File: src/rtl/rcc_ahb_if_if.sv
// AHB-Lite bus bundle for the RCC register slave: address/data-phase inputs
// from the master plus the slave's HREADYOUT/HRESP response.
interface rcc_ahb_if_if #(
    parameter int ADDR_W = 12
);
    logic              HSEL;
    logic [ADDR_W-1:0] HADDR;
    logic [1:0]        HTRANS;
    logic              HWRITE;
    logic [2:0]        HSIZE;
    logic              HREADY;
    logic [31:0]       HWDATA;
    logic              HREADYOUT;
    logic              HRESP;

    modport slave (
        input  HSEL, HADDR, HTRANS, HWRITE, HSIZE, HREADY, HWDATA,
        output HREADYOUT, HRESP
    );

    modport master (
        output HSEL, HADDR, HTRANS, HWRITE, HSIZE, HREADY, HWDATA,
        input  HREADYOUT, HRESP
    );
endinterface

File: src/rtl/rcc_ahb_if.sv
// AHB-Lite slave front end for the RCC scale register.
// Decodes offset 0x000 (scale register) and turns each legal address phase
// into a one-cycle data-phase strobe; illegal accesses get the two-cycle
// AHB ERROR response (ERR1: wait + ERROR, ERR2: ready + ERROR).
// Optional feature: define RCC_AHB_LOCK_EN to add a write lock on 0x000,
// released by writing the key 32'hC0DE_5A5A to offset 0x004.
module rcc_ahb_if #(
    parameter int ADDR_W = 12
) (
    input  logic         HCLK,
    input  logic         HRESETn,
    rcc_ahb_if_if.slave  ahb,
    output logic         HSEL_REG,
    output logic         HWRITE_REG,
    output logic [2:0]   HSIZE_REG,
    output logic         RD_SEL,
    output logic [2:0]   RD_SIZE,
    output logic         LOCKED
);

    typedef enum logic [1:0] {
        OKAY = 2'd0,
        ERR1 = 2'd1,
        ERR2 = 2'd2
    } state_t;

    state_t      state, state_nxt;

    logic        addr_vld;
    logic        off0;
    logic        size_ok;
    logic        aligned;
    logic        wr_go, rd_go, key_go, err_go;

    logic        wr_p1, rd_p1;
    logic [2:0]  size_p1;

    // ERR1 holds HREADY low on the bus, so nothing is sampled there.
    assign addr_vld = ahb.HSEL & ahb.HREADY & ahb.HTRANS[1] & (state != ERR1);
    assign off0     = (ahb.HADDR[ADDR_W-1:2] == '0);
    assign size_ok  = (ahb.HSIZE <= 3'd2);

    // Natural alignment check for byte / halfword / word
    always_comb begin
        case (ahb.HSIZE)
            3'd1:    aligned = ~ahb.HADDR[0];
            3'd2:    aligned = ~|ahb.HADDR[1:0];
            default: aligned = 1'b1;
        endcase
    end

`ifdef RCC_AHB_LOCK_EN
    localparam logic [31:0] UNLOCK_KEY = 32'hC0DE_5A5A;

    logic        off1;
    logic        key_p1;
    logic        locked;
    logic        locked_eff;

    assign off1 = (ahb.HADDR[ADDR_W-1:2] == (ADDR_W-2)'(1));

    // Lock value as it stands at the end of the data phase now in flight;
    // an address phase overlapping that data phase is decoded against it.
    assign locked_eff = key_p1 ? (ahb.HWDATA != UNLOCK_KEY) :
                        (wr_p1 ? 1'b1 : locked);

    assign wr_go  = addr_vld & off0 & size_ok & aligned &  ahb.HWRITE & ~locked_eff;
    assign rd_go  = addr_vld & off0 & size_ok & aligned & ~ahb.HWRITE;
    assign key_go = addr_vld & off1 & ahb.HWRITE & (ahb.HSIZE == 3'd2) & aligned;

    // Key data phase and lock state; every scale write re-arms the lock
    always_ff @(posedge HCLK or negedge HRESETn) begin
        if (!HRESETn) begin
            key_p1 <= 1'b0;
            locked <= 1'b1;
        end else begin
            key_p1 <= key_go;
            locked <= locked_eff;
        end
    end

    assign LOCKED = locked;
`else
    logic unused_hwdata;

    assign unused_hwdata = ^ahb.HWDATA;
    assign wr_go  = addr_vld & off0 & size_ok & aligned &  ahb.HWRITE;
    assign rd_go  = addr_vld & off0 & size_ok & aligned & ~ahb.HWRITE;
    assign key_go = 1'b0;
    assign LOCKED = 1'b0;
`endif

    assign err_go = addr_vld & ~(wr_go | rd_go | key_go);

    // Response FSM state register
    always_ff @(posedge HCLK or negedge HRESETn) begin
        if (!HRESETn) begin
            state <= OKAY;
        end else begin
            state <= state_nxt;
        end
    end

    // Response FSM next state and HREADYOUT/HRESP
    always_comb begin
        state_nxt     = state;
        ahb.HREADYOUT = 1'b1;
        ahb.HRESP     = 1'b0;
        case (state)
            OKAY: begin
                if (err_go) state_nxt = ERR1;
            end
            ERR1: begin
                ahb.HREADYOUT = 1'b0;
                ahb.HRESP     = 1'b1;
                state_nxt     = ERR2;
            end
            ERR2: begin
                ahb.HRESP = 1'b1;
                state_nxt = err_go ? ERR1 : OKAY;
            end
            default: state_nxt = OKAY;
        endcase
    end

    // Address phase -> data phase capture (all transfers are zero-wait)
    always_ff @(posedge HCLK or negedge HRESETn) begin
        if (!HRESETn) begin
            wr_p1   <= 1'b0;
            rd_p1   <= 1'b0;
            size_p1 <= 3'd0;
        end else begin
            wr_p1   <= wr_go;
            rd_p1   <= rd_go;
            size_p1 <= (wr_go | rd_go) ? ahb.HSIZE : 3'd0;
        end
    end

    assign HSEL_REG   = wr_p1;
    assign HWRITE_REG = wr_p1;
    assign HSIZE_REG  = wr_p1 ? size_p1 : 3'd0;
    assign RD_SEL     = rd_p1;
    assign RD_SIZE    = rd_p1 ? size_p1 : 3'd0;

endmodule

File: src/flat_wrapper.sv
// flat-port wrapper written by rule: the top's interface ports become plain ports
module rcc_ahb_if_flat 
#(
    parameter int ADDR_W = 12
)
  (HCLK, HRESETn, HSEL_REG, HWRITE_REG, HSIZE_REG, RD_SEL, RD_SIZE, LOCKED, ahb_HSEL, ahb_HADDR, ahb_HTRANS, ahb_HWRITE, ahb_HSIZE, ahb_HREADY, ahb_HWDATA, ahb_HREADYOUT, ahb_HRESP);
  rcc_ahb_if_if #(.ADDR_W(ADDR_W)) ahb_i ();
  input  logic HCLK;
  input  logic HRESETn;
  output logic HSEL_REG;
  output logic HWRITE_REG;
  output logic [2:0] HSIZE_REG;
  output logic RD_SEL;
  output logic [2:0] RD_SIZE;
  output logic LOCKED;
  input wire logic [$bits(ahb_i.HSEL)-1:0] ahb_HSEL;
  input wire logic [$bits(ahb_i.HADDR)-1:0] ahb_HADDR;
  input wire logic [$bits(ahb_i.HTRANS)-1:0] ahb_HTRANS;
  input wire logic [$bits(ahb_i.HWRITE)-1:0] ahb_HWRITE;
  input wire logic [$bits(ahb_i.HSIZE)-1:0] ahb_HSIZE;
  input wire logic [$bits(ahb_i.HREADY)-1:0] ahb_HREADY;
  input wire logic [$bits(ahb_i.HWDATA)-1:0] ahb_HWDATA;
  output wire logic [$bits(ahb_i.HREADYOUT)-1:0] ahb_HREADYOUT;
  output wire logic [$bits(ahb_i.HRESP)-1:0] ahb_HRESP;
  assign ahb_i.HSEL = ahb_HSEL;
  assign ahb_i.HADDR = ahb_HADDR;
  assign ahb_i.HTRANS = ahb_HTRANS;
  assign ahb_i.HWRITE = ahb_HWRITE;
  assign ahb_i.HSIZE = ahb_HSIZE;
  assign ahb_i.HREADY = ahb_HREADY;
  assign ahb_i.HWDATA = ahb_HWDATA;
  assign ahb_HREADYOUT = ahb_i.HREADYOUT;
  assign ahb_HRESP = ahb_i.HRESP;
  rcc_ahb_if #(.ADDR_W(ADDR_W)) u_core (.HCLK(HCLK), .HRESETn(HRESETn), .ahb(ahb_i), .HSEL_REG(HSEL_REG), .HWRITE_REG(HWRITE_REG), .HSIZE_REG(HSIZE_REG), .RD_SEL(RD_SEL), .RD_SIZE(RD_SIZE), .LOCKED(LOCKED));
endmodule
File: config.mk
export PLATFORM = sky130hd
export DESIGN_NAME = rcc_ahb_if_flat
export DESIGN_NICKNAME = d
export VERILOG_FILES = /design/src/rtl/rcc_ahb_if_if.sv /design/src/rtl/rcc_ahb_if.sv /design/src/flat_wrapper.sv
export SDC_FILE = /design/constraint.sdc
export NUM_CORES = 1
export LEC_CHECK = 0
export ABC_AREA = 1
export BUFFER_PORTS_ARGS = -buffer_cell sky130_fd_sc_hd__buf_2
export CAP_MARGIN = 20
export CELL_PAD_IN_SITES_DETAIL_PLACEMENT = 2
export CELL_PAD_IN_SITES_GLOBAL_PLACEMENT = 2
export CORE_ASPECT_RATIO = 0.7
export CORE_MARGIN = 4
export CORE_UTILIZATION = 12
export DETAILED_ROUTE_END_ITERATION = 10
export GPL_ROUTABILITY_DRIVEN = 0
export PLACE_DENSITY_LB_ADDON = 0.1
export REMOVE_ABC_BUFFERS = 1
export SLEW_MARGIN = 20
export SYNTH_ARGS = -nofsm -noshare
export SYNTH_HDL_FRONTEND = slang
export SYNTH_SLANG_ARGS = --single-unit
File: constraint.sdc
create_clock -name HCLK -period 1.5 [get_ports HCLK]
set_input_delay 0.225 -clock HCLK [delete_from_list [all_inputs] [get_ports HCLK]]
set_output_delay 0.225 -clock HCLK [all_outputs]
set_load 0.02 [all_outputs]
==> flow_summary.ini, run 1 <==
[timing]
worst_clock_skew_ps = 1.58
setup_viol = 0
rsz0062_at_grt = no
tns_ps = 0
hold_viol = 0
fin_crit_sh_pct = 92.4
timing.fmax_mhz = 721
fin_crit_ps = 1390
slew_viol_final = 0
fin_ws_ps = 114

[finish]
multi_input_area_sq_um = 231
syn2layout_area_growth_pct = 60.9
num_antenna_cells = 0
fill_cells = 447
drive_above_1_share_pct = 38.7
final_cells = 156
regArea_sq_um = 175
nets = 165

[global_routing]
grt_max_degree = 8
grt_first_pass_wirelength_um = 2350
grt_overflow = 0
antenna_found_initial = 0
grt_usage_pct = 6.45
grt_pass1_vias = 560

[hold_path]
holdCritPathClass = in -> reg

[yosys]
synth_cell_types = 12
netlist_instances = 68
seq_area_frac_synth_pct = 37.5
syn_area_sq_um = 467
syn_area_per_cell_sq_um = 6.86
ys_seq_elements = 7
ys_warn_count = 0

[route]
antenna_left = 0
wire_per_inst_um = 8.73
drc_errors = 0
dr_total_vias = 518
first_iter_violations = 6
via_per_inst = 3.32
drt-pass1-iter-count = 2
routed_wl_um = 1360

[power_and_ir_drop]
ir_worst_vdd_mv = 0.282
finalPower_uw = 769
p_leak_nw = 0.467
power.density_mw_per_mm2 = 1020

[clocking]
numCtsBuffers = 3
clock_latency_ps = 220
cts-root-buf = clkbuf_8
cts_tree = built
clock_path_buffers = 2
clkSinkCount = 7
ctsResizeCount = 0
cts.clk_slew.worst_paths_ps = 40
htreeDepth = 1

[floorplan]
rows = 18
die_w_um = 82.5
fp.coreArea_sq_mm = 0.00363
die_h_um = 60.2
ios = 66
start_util_pct = 12.9
dieArea_sq_mm = 0.00497

[worst_setup_path]
cp.required_ps = 1270
critPathMaxFanout = 4
crit_family = flip-flops
worstPathCellList = inv_1 -> ha_1 -> buf_2
max_stage_delay_ps = 400
start_kind = flip-flop
cp.arrival_ps = 1160
end_kind = output pin
cp_slowest_cell = dfrtp_1
path_buf_inv = 2
path_class = reg -> out

[place]
post-place-ws_ps = 118
post-dp-hpwl_um = 1240
io_buffers = 31
dp.cells = 148

[outcome]
status = completed

[flow_run]
maxCapViolations = 0
[registers in the layout (all words and copies together) (netlist names)]
| register | cells |
|---|---|
| u_core.HSEL_REG | 1 |
| u_core.RD_SEL | 1 |
| u_core.size_p1 | 3 |
| u_core.state | 2 |
[synthesized netlist by cell type, drive strengths merged]
library cell,n,area (sq um)
buf,2,15.0
nand3,6,35.0
inv,13,48.8
dfrtp,7,175
nand2,12,47.6
conb,1,3.75
or2,1,6.26
nor2,22,85.1
ha,4,50.1
[report_power, final]
| part | switching (mW) | internal (mW) |
|---|---|---|
| combinational | 0.155 | 0.125 |
| sequential | 0.0228 | 0.211 |
| clock | 0.0731 | 0.183 |
| total | 0.251 | 0.518 |
[metal layers]
layer	routed length, um	track usage (%)	share of wire [%]
met5	0	0	0
met1	624	7.70	46
met4	18	2.80	1.3
met2	627	9.93	46
met3	91	3.01	6.7
[stage by stage]
step                      hold slack [ps]  util (%)  cell area (sq um)
after floorplan                     -70.6         -                455
after global placement               64.7      18.6                673
after detailed placement             67.4      18.6                673
after CTS                             164      20.1                728
after global routing                  172      20.7                751
final                                 170      20.7                751
[final timing paths]
kind,start,end,slack (ps),cells after the start
min,ahb_HWRITE,u_core.RD_SEL,170,2
max,u_core.state[0],ahb_HRESP,110,3
min reg2reg,u_core.state[0],u_core.state[0],600,2
min in group asynchronous,HRESETn,u_core.size_p1[2],370,2
max reg2reg,u_core.state[1],u_core.state[0],170,9
max in group asynchronous,HRESETn,u_core.RD_SEL,980,2
[cells by family after synthesis]
kind of cell             after synthesis  share of synthesized area (%)
AND/OR/NAND/NOR                       41                           37.3
buffers and inverters                 15                           13.7
flip-flops                             7                           37.5
adder cells (fa/ha/maj)                4                           10.7
other                                  1                          0.804
[final cells by class]
cell class,instances,share of cell area (%)
flip-flops and latches,7,23.3
inverters,13,6.50
well taps,50,8.33
clock buffers,4,6.00
multi-input cells,47,30.8
repair buffers,35,25.0
[repair_timing]
item                                    in CTS  in global routing
endpoints found under the setup margin       0                  5
hold endpoints to repair                     7                  0
hold buffers                                 1                  0
setup buffers                                0                  3
[layout by cell type, fill, tap and decap left out, types with 2 or more instances in the layout]
cell	netlist	final
nand2_1	11	11
nand3_1	5	5
dfrtp_1	7	7
inv_1	13	13
buf_4	2	3
ha_1	4	4
nor2_1	21	21
buf_2	0	31
clkbuf_8	0	3
conb_1	1	2
Power figures use the tool's default switching activity.
==> inputs of run 2 (changes only) <==
Settings changed: CORE_MARGIN 4 to default.
==> flow_summary.ini, run 2 (same netlist as run 1, synthesis figures left out) <==
[global_routing]
grt_usage_pct = 6.82
grt_max_degree = 8
antenna_found_initial = 0
grt_pass1_vias = 509
grt_first_pass_wirelength_um = 2170
grt_overflow = 0

[worst_setup_path]
cp-startpoint = u_core.state[0]
start_kind = flip-flop
cp.arrival_ps = 1140
end_kind = output pin
path_class = reg -> out
cp.required_ps = 1270
r2r-start = u_core.state[0]
critPathMaxFanout = 4

[timing]
fin_ws_ps = 131
fin_crit_ps = 1370
tns_ps = 0
slew_viol_final = 0
hold_viol = 0
setup_viol = 0
worst_clock_skew_ps = 0.543
timing.fmax_mhz = 731
rsz0062_at_grt = no
fin_crit_sh_pct = 91.3

[finish]
final_cells = 155
syn2layout_area_growth_pct = 59.2
final_cell_mix = 31 x buf_2, 21 x nor2_1, 13 x inv_1
largest_reg_flops = 3
fin_util_pct = 20.5
nets = 164
largest_registers = u_core.size_p1: 3 flops, u_core.state: 2 flops
top_register = u_core.size_p1
stdcell_area_sq_um = 743
drive_above_1_share_pct = 38.1
final_common_cell = buf_2
fill_cells = 455
num_antenna_cells = 0

[clocking]
clock_path_buffers = 2
numCtsBuffers = 3
cts.clk_slew.worst_paths_ps = 40
clkSinkCount = 7
cts-root-buf = clkbuf_8
clock_latency_ps = 220
htreeDepth = 1
cts_tree = built
ctsResizeCount = 0

[place]
io_buffers = 31
placed_area_sq_um = 673
dp.cells = 148
post-dp-hpwl_um = 1130
post-place-ws_ps = 106

[power_and_ir_drop]
pwr-share-comb_pct = 35.6
p_sw_uw = 243
ir_worst_vdd_mv = 0.243
p_clk_share_pct = 33.8
power_frac_seq_pct = 30.6
p_leak_nw = 0.462
p_sw_share_pct = 32.3
p_int_uw = 508
power.density_mw_per_mm2 = 1010

[floorplan]
start_util_pct = 12.9
rows = 18
die_w_um = 76.5
fp.coreArea_sq_mm = 0.00363
ios = 66
dieArea_sq_mm = 0.00415
die_h_um = 54.2

[route]
antenna_left = 0
wire_per_inst_um = 8.06
drt-pass1-iter-count = 3
drc_errors = 0
routed_wl_um = 1250
dr_total_vias = 506
via_per_inst = 3.26
first_iter_violations = 15

[hold_path]
holdCritPathClass = in -> reg
min_from = ahb_HWRITE

[flow_run]
maxCapViolations = 0

[outcome]
status = completed
## run 2: what timing repair did
| action | CTS | global route |
|---|---|---|
| hold buffers | 1 | 0 |
| endpoints found under the hold margin | 7 | 0 |
| buffers inserted | 0 | 2 |
| setup endpoints to repair | 0 | 6 |
## run 2: path summary, 6_finish.rpt
check / to / slack, ps / cells past startpoint
max: ahb_HRESP / 130 / 3
max reg2reg: u_core.state[0] / 170 / 8
min in group asynchronous: u_core.size_p1[0] / 370 / 2
min reg2reg: u_core.state[0] / 580 / 2
min: u_core.RD_SEL / 170 / 2
max in group asynchronous: u_core.size_p1[1] / 980 / 2
## run 2: layout make-up
cell class                 instances  area [sq um]  share of cell area (%)
sequential                         7           175                    23.6
multi-input combinational         47           231                    31.1
clock buffer                       4          45.0                    6.06
timing repair buffer              34           180                    24.2
tap                               50          62.6                    8.42
inverter                          13          48.8                    6.57
## run 2: power by group through the flow
stage | Sequential, mW | Clock, mW | Combinational, mW
2_1_floorplan | 0.229 | 0 | 0.164
3_3_place_gp | 0.238 | 0 | 0.243
3_5_place_dp | 0.238 | 0 | 0.244
4_1_cts | 0.235 | 0.262 | 0.249
5_1_grt | 0.234 | 0.275 | 0.310
6_report | 0.230 | 0.254 | 0.267
## run 2: metal layers
| layer | GRT usage [%] | share of wire (%) | vias up |
|---|---|---|---|
| li1 | - | - | 266 |
| met1 | 8.96 | 50 | 225 |
| met2 | 11.4 | 46 | 15 |
| met3 | 1.53 | 4.6 | 0 |
| met4 | 1.92 | 0 | 0 |
| met5 | 0 | 0 | - |
## run 2: per-stage QoR
step | total power, mW | hold slack (ps)
after global placement | 0.481 | 64.9
after global routing | 0.819 | 172
after floorplan | 0.393 | -70.6
after detailed placement | 0.482 | 64.6
after CTS | 0.746 | 170
final | 0.751 | 171
## run 2: worst max-delay path: stages, from the launching register on
cell	delay, ps
dfrtp_1	400
inv_1	80
ha_1	290
buf_2	160
